**src/rtl/mul_display_sequencer.sv**
```systemverilog
// rtl/mul_display_sequencer.sv - control FSM for the signed-multiply BCD display path
// Sequences multiplier clear/start/wait, BCD load and bounded one-digit scrolling.
module mul_display_sequencer #(
  parameter int WIDTH      = 8,
  parameter int TIMEOUT    = 2*WIDTH+4,
  parameter int NUM_DIGITS = 5,
  parameter int WINDOW     = 4,
  parameter int POS_W      = 1
) (
  input  logic             clk,
  input  logic             rst_n,
  input  logic             go,
  input  logic             scroll_l,
  input  logic             scroll_r,
  input  logic             is_neg1,
  input  logic             is_neg2,
  input  logic             mul_done,
  input  logic             prod_zero,
  output logic             mul_rst,
  output logic             mul_start,
  output logic             sr_load,
  output logic             sr_en,
  output logic             sr_dir,
  output logic             sign,
  output logic [POS_W-1:0] pos,
  output logic             busy,
  output logic             err
);

  localparam int               CNT_W    = $clog2(TIMEOUT + 1);
  localparam logic [CNT_W-1:0] CNT_LAST = CNT_W'(TIMEOUT - 1);
  localparam logic [POS_W-1:0] POS_MAX  = POS_W'(NUM_DIGITS - WINDOW);

  typedef enum logic [2:0] {
    S_IDLE, S_CLR, S_START, S_WAIT, S_LOAD, S_SHOW
  } state_t;

  state_t           state_q, state_d;
  logic [CNT_W-1:0] cnt_q, cnt_d;
  logic [POS_W-1:0] pos_q, pos_d;
  logic             go_prev_q, l_prev_q, r_prev_q;
  logic             sign_q, sign_d;
  logic             err_q, err_d;
  logic             sr_en_q, sr_en_d;
  logic             sr_dir_q, sr_dir_d;
  logic             go_edge, l_edge, r_edge;

  assign go_edge = go & ~go_prev_q;
  assign l_edge  = scroll_l & ~l_prev_q;
  assign r_edge  = scroll_r & ~r_prev_q;

  // Edge registers reset high so a level already asserted at release is not an edge.
  always_ff @(posedge clk or negedge rst_n) begin
    if (!rst_n) begin
      state_q   <= S_IDLE;
      cnt_q     <= '0;
      pos_q     <= '0;
      go_prev_q <= 1'b1;
      l_prev_q  <= 1'b1;
      r_prev_q  <= 1'b1;
      sign_q    <= 1'b0;
      err_q     <= 1'b0;
      sr_en_q   <= 1'b0;
      sr_dir_q  <= 1'b0;
    end else begin
      state_q   <= state_d;
      cnt_q     <= cnt_d;
      pos_q     <= pos_d;
      go_prev_q <= go;
      l_prev_q  <= scroll_l;
      r_prev_q  <= scroll_r;
      sign_q    <= sign_d;
      err_q     <= err_d;
      sr_en_q   <= sr_en_d;
      sr_dir_q  <= sr_dir_d;
    end
  end

  always_comb begin
    state_d  = state_q;
    cnt_d    = cnt_q;
    pos_d    = pos_q;
    sign_d   = sign_q;
    err_d    = err_q;
    sr_en_d  = 1'b0;
    sr_dir_d = 1'b0;
    case (state_q)
      S_IDLE: begin
        if (go_edge) begin
          state_d = S_CLR;
          sign_d  = is_neg1 ^ is_neg2;
          err_d   = 1'b0;
        end
      end
      S_CLR:   state_d = S_START;
      S_START: begin
        state_d = S_WAIT;
        cnt_d   = '0;
      end
      S_WAIT: begin
        // A done arriving on the last allowed cycle still counts as success.
        if (mul_done) begin
          state_d = S_LOAD;
          if (prod_zero) sign_d = 1'b0;
        end else if (cnt_q == CNT_LAST) begin
          state_d = S_IDLE;
          err_d   = 1'b1;
        end else begin
          cnt_d = cnt_q + 1'b1;
        end
      end
      S_LOAD: begin
        state_d = S_SHOW;
        pos_d   = '0;
      end
      S_SHOW: begin
        if (go_edge) begin
          state_d = S_CLR;
          sign_d  = is_neg1 ^ is_neg2;
          err_d   = 1'b0;
        end else if (l_edge && !r_edge && (pos_q < POS_MAX)) begin
          sr_en_d  = 1'b1;
          sr_dir_d = 1'b0;
          pos_d    = pos_q + 1'b1;
        end else if (r_edge && !l_edge && (pos_q != '0)) begin
          sr_en_d  = 1'b1;
          sr_dir_d = 1'b1;
          pos_d    = pos_q - 1'b1;
        end
      end
      default: state_d = S_IDLE;
    endcase
  end

  assign mul_rst   = (state_q == S_CLR);
  assign mul_start = (state_q == S_START);
  assign sr_load   = (state_q == S_LOAD);
  assign busy      = (state_q == S_CLR) || (state_q == S_START) ||
                     (state_q == S_WAIT) || (state_q == S_LOAD);
  assign sr_en     = sr_en_q;
  assign sr_dir    = sr_dir_q;
  assign sign      = sign_q;
  assign pos       = pos_q;
  assign err       = err_q;

endmodule

```
**config.mk**
```make
export PLATFORM = sky130hd
export DESIGN_NAME = mul_display_sequencer
export DESIGN_NICKNAME = d
export VERILOG_FILES = /design/src/rtl/mul_display_sequencer.sv
export SDC_FILE = /design/constraint.sdc
export NUM_CORES = 1
export LEC_CHECK = 0
export ABC_AREA = 1
export CAP_MARGIN = 30
export CORE_MARGIN = 3
export CORE_UTILIZATION = 41
export DETAILED_ROUTE_END_ITERATION = 10
export PLACE_DENSITY = 0.66
export RECOVER_POWER = 50
export SLEW_MARGIN = 20
export SYNTH_ARGS = -nofsm -noshare
export SYNTH_HDL_FRONTEND = slang
export SYNTH_SLANG_ARGS = --single-unit
```
**constraint.sdc**
```tcl
create_clock -name clk -period 1.3 [get_ports clk]
set_input_delay 0.325 -clock clk [delete_from_list [all_inputs] [get_ports clk]]
set_output_delay 0.325 -clock clk [all_outputs]
set_load 0.01 [all_outputs]
```
# Yosys cells after proc, flatten, opt, wreduce, memory -nomap -nowiden
# Index checks and enable logic that the tools add are counted.
# totals
reg_bits	16
latchBits	0
ramBits	0
romBits	0
inputBits	9
word_cells	81
memories	0
# op_classes
addsub	3
multipliers	0
n_div	0
order_cmp	1
eq_ne	15
shifts	0
mux	26
bitwise	7
reduce_logical	19
# ops
cell	n
2-to-1 mux 1 bit	16
case mux 3 bit (5 select lines)	1
inequality test 2 bit (second input constant)	6
2-to-1 mux 5 bit	2
case mux 5 bit (2 select lines)	1
2-to-1 mux 3 bit	3
AND reduction 4 bit	2
equality test 3 x 2 -> 1 bit (second input constant)	2
equality test 3 bit (second input constant)	2
inequality test 3 bit (second input constant)	2
case mux 1 bit (2 select lines)	3
AND reduction 3 bit	2
nonzero test 2 bit	3
adder 5 x 1 -> 5 bit (second input constant)	1
equality test 5 bit (second input constant)	1
logical AND 1 bit	4
AND 1 bit	3
equality test 3 x 1 -> 1 bit (second input constant)	1
logical NOT 3 bit	1
logical OR 1 bit	3
inverter 1 bit	3
logical NOT 1 bit	2
inequality test 2 x 1 -> 1 bit (second input constant)	1
AND reduction 2 bit	1
other kinds (5)	5

# Depth between registers and ports, before layout
# depth
ltp_word	9
ltp_mapped	9

# Worst setup path before layout
# OpenSTA, ideal clock, no wires.
# synth_path
path_type	flip-flop to output port
start	reg state_q[2]
end	out busy
t_arrival_ns	1.008
slack_ns	-0.033
stages_incl_launch_ff	8
path_cell_list	dfrtp_1 buf_2 inv_1 nor2_1 nand2_1 inv_1 nor2_1 nand2_1
# synth_between
word_cells_on_any_way	7
classes_between	4 x eq/ne; 3 x reduce/logical
# synth_lines
item	line_no	rtl
start, declared	38	state_t state_q, state_d;
start signal, assigned	66	state_q <= state_d;
equality test 3 bit	--	
named net sr_load	21	output logic sr_load,
logical OR 1 bit	139	(state_q == S_WAIT) || (state_q == S_LOAD);
end, declared	26	output logic busy,
# The timed path passes the listed nets, and every way through them passes these cells.

# Final worst setup path
# layout_path
start	reg state_q[1]
end	out busy
# layout_between
elab_chain_len	4
word_cells_on_any_way	7
classes_between	4 x eq/ne; 3 x reduce/logical
# layout_rtl
item	line_no	rtl
equality test 3 x 1 -> 1 bit or equality test 3 x 2 -> 1 bit (tied branches)	138	assign busy = (state_q == S_CLR) || (state_q == S_START) ||
logical OR 1 bit (2 in a row)	138	
logical OR 1 bit *	139	
# Every way passes the cells marked *; elsewhere a longest branch is shown, timed or not.

==> metrics.yaml <==
busiest_layer: "met2"
r2r_slack_ps: -180
h-tree-depth: 1
detail-route-antenna-nets: 0
gp_congestion: 0.8689
crit_chain: "inv_2 -> nand2_2 -> nor2_4 -> inv_2 -> nand2_1 -> buf_2"
syn_inst: 105
drv_slew: 0
path_max_fanout: 3
leakagePower_nw: 0.7253
p_comb_share_pct: 64.1
outcome: "finished, violations left"
worstSetupStartpointType: "flop"
grt_max_degree: 17
switching_power_mw: 1.245
timing_worst_setup_path_type: "flop to output port"
finalHoldViolations: 0
slowest_stage: "dfrtp_2"
ir_drop_uv: 1432
syn_area_sq_um: 869.6
die_width_um: 52.06
met1_usage_pct: 21.60
grt_setup_unrepaired: "true"
fin_cells: 183
io_pins: 18
cpPeakStageDelay_ps: 450
grt_pass1_vias: 889
vias: 887
finalSetupViolCount: 11
synthToLayoutAreaGrowth_pct: 67.77
worst_pin_slew_ps: 862.4
switching_share_pct: 41.53
viasPerCell: 4.847
drtIter0Drc: 9
fin_crit_ps: 1646
overflow: 0
cp.required_ps: 980
ys_ff_latch: 16
end_kind: "output port"
crit_path_frequent_cell: "inv_2"
port_buffers: 17
hold_path.class: "primary input to flop"
yosysSeqAreaShare_pct: 46.47
root_buffer: "clkbuf_4"
grt_pass1_wl_mm: 3.650
ys_types: 22
syn_nets: 115
maxSlewHeadroom_pct: 42.50
post_drt_wl_per_cell_um: 13.13
grtUsageMet2_pct: 30.75
hold_ws_ps: 460.9
cts_buffer_depth: 2
drc: 0
violations: "negative setup slack"
worst_ep_arrival_time_ps: 1320
groute.usage.overall_pct: 18.31
powerDensity_nw_per_um2: 2055
finalCritPeriodShare_pct: 126.6
cts_buffers: 3
antenna_found_initial: 0
fmax_mhz: 607.7
cts_sinks: 16
drive_gt1_share_pct: 51.28
p_int_mw: 1.753
clk_latency_ps: 290
syn_area_per_cell_sq_um: 8.282
pwr-share-seq_pct: 24.8
pre_cts_ws_ps: -350.7
dieArea_sq_um: 2710
grt_use_met3_pct: 4.585
start_util_pct: 43.88
finalWorstSetupSlack_ps: -345.5
dieHeight_um: 52.06
diodes: 0
path_clk_slew_ps: 100
cap_viol_max_count: 0
drt_pass1_iterations: 4
hpwl_mm: 1.433
synth_warnings: 0
placed_cells: 166
clock_power_share_pct: 11.1
num-nets-final: 167
fp-row-count: 16
core_sq_um: 1982
finalWirelength_mm: 2.402
finClkSkew_ps: 6.514
cts_tree: "yes"
## worst max-delay path, delay by kind of cell (launching register included)
kind	cells	cell delay, ps
buffers and inverters	3	310
flip-flops	1	450
AND/OR/NAND/NOR	3	280
## logic make-up after synthesis
kind of cell | count (synthesis) | share of synthesized area, %
buffers and inverters | 15 | 6.618
DFF | 16 | 46.48
adders and majority gates | 1 | 1.439
and+or+nand+nor | 63 | 37.41
xor gates and xnor gates | 1 | 1.007
AOI/OAI and AO/OA | 9 | 7.050
## per-stage QoR
| step | cell area (sq um) | power, mW | setup TNS (ps) | utilization [%] |
|---|---|---|---|---|
| global route | 1459 | 3.205 | -2871 | 73.61 |
| detailed placement | 1204 | 2.083 | -2438 | 60.73 |
| global placement | 1204 | 2.054 | -2217 | 60.73 |
| floorplan | 872.1 | 1.426 | 0 | - |
| CTS | 1319 | 2.617 | -800.5 | 66.54 |
| finish | 1459 | 2.998 | -1617 | 73.61 |
## per-layer routing
layer,vias up,wire [um]
met4,0,76
met1,414,942
met3,8,91
li1,438,-
met5,-,0
met2,27,1292
## registers in the layout (all words and copies together) (netlist names)
signal	count
r_prev_q	1
go_prev_q	1
state_q	3
cnt_q	5
err	1
sign	1
l_prev_q	1
sr_en	1
sr_dir	1
pos	1
## cells in the mapped netlist, drive strengths merged
master / number / area share [%]
nor2: 12 / 7.1
ha: 1 / 1.4
nand2: 33 / 17
nand3: 11 / 7.8
inv: 14 / 6.0
dfstp: 3 / 9.1
nand4: 3 / 2.2
buf: 1 / 0.57
dfrtp: 13 / 37
xor2: 1 / 1.0
o21a: 1 / 0.86
nor3: 3 / 2.3
o21ai: 7 / 5.3
or2: 1 / 0.72
o21bai: 1 / 0.86
## layout make-up
type | count | area (sq um)
Timing Repair Buffer | 47 | 411.6
Inverter | 14 | 52.55
Multi-Input combinational cell | 75 | 518.0
Fill cell | 136 | 523.0
Tap cell | 27 | 33.78
Sequential cell | 16 | 406.6
Clock buffer | 4 | 36.28
## cells in the final DEF (no fill, tap or decap), types with 2 or more instances in the layout
| cell type | instances |
|---|---|
| dfrtp_1 | 11 |
| dfstp_2 | 3 |
| clkdlybuf4s15_1 | 3 |
| nand3_1 | 9 |
| nand4_1 | 3 |
| o21ai_1 | 3 |
| nand3_4 | 2 |
| nand2_1 | 20 |
| clkbuf_4 | 3 |
| buf_4 | 21 |
| inv_2 | 6 |
| buf_6 | 10 |
| dfrtp_2 | 2 |
| nor2_1 | 3 |
| clkdlybuf4s50_1 | 7 |
| nand2_4 | 2 |
| o21ai_2 | 4 |
| dlygate4sd2_1 | 2 |
| nor3_2 | 2 |
| nor2_2 | 2 |
| inv_1 | 8 |
| buf_2 | 2 |
| nand2_2 | 10 |
| nor2_4 | 6 |
## path summary, 6_finish.rpt
| path | start | to | cells after the start |
|---|---|---|---|
| min in group asynchronous | rst_n | cnt_q[3]$_DFFE_PN0P_ | 2 |
| hold / removal | go | go_prev_q$_DFF_PN1_ | 1 |
| setup reg to reg | state_q[1]$_DFFE_PN0P_ | state_q[1]$_DFFE_PN0P_ | 10 |
| max in group asynchronous | rst_n | state_q[1]$_DFFE_PN0P_ | 2 |
| setup / recovery | state_q[1]$_DFFE_PN0P_ | busy | 6 |
| hold reg to reg | err$_DFFE_PN0P_ | err$_DFFE_PN0P_ | 2 |
## timing repair
| item | 4_1_cts | 5_1_grt |
|---|---|---|
| hold endpoints to repair | 0 | 0 |
| setup endpoints to repair | 13 | 19 |
| setup buffers | 8 | 6 |
| gates cloned | 0 | 1 |
| gates resized for setup | 38 | 32 |
| hold buffers | 0 | 0 |
| pin swaps | 6 | 8 |
## power by group through the flow
| stage | sequential (mW) | clock (mW) | combinational, mW |
|---|---|---|---|
| after CTS | 0.710 | 0.347 | 1.56 |
| after floorplan | 0.761 | 0 | 0.665 |
| after global placement | 0.715 | 0 | 1.34 |
| final | 0.742 | 0.333 | 1.92 |
| after detailed placement | 0.718 | 0 | 1.37 |
| after global routing | 0.756 | 0.368 | 2.08 |
Note: power is estimated with default switching activity, not from simulation.
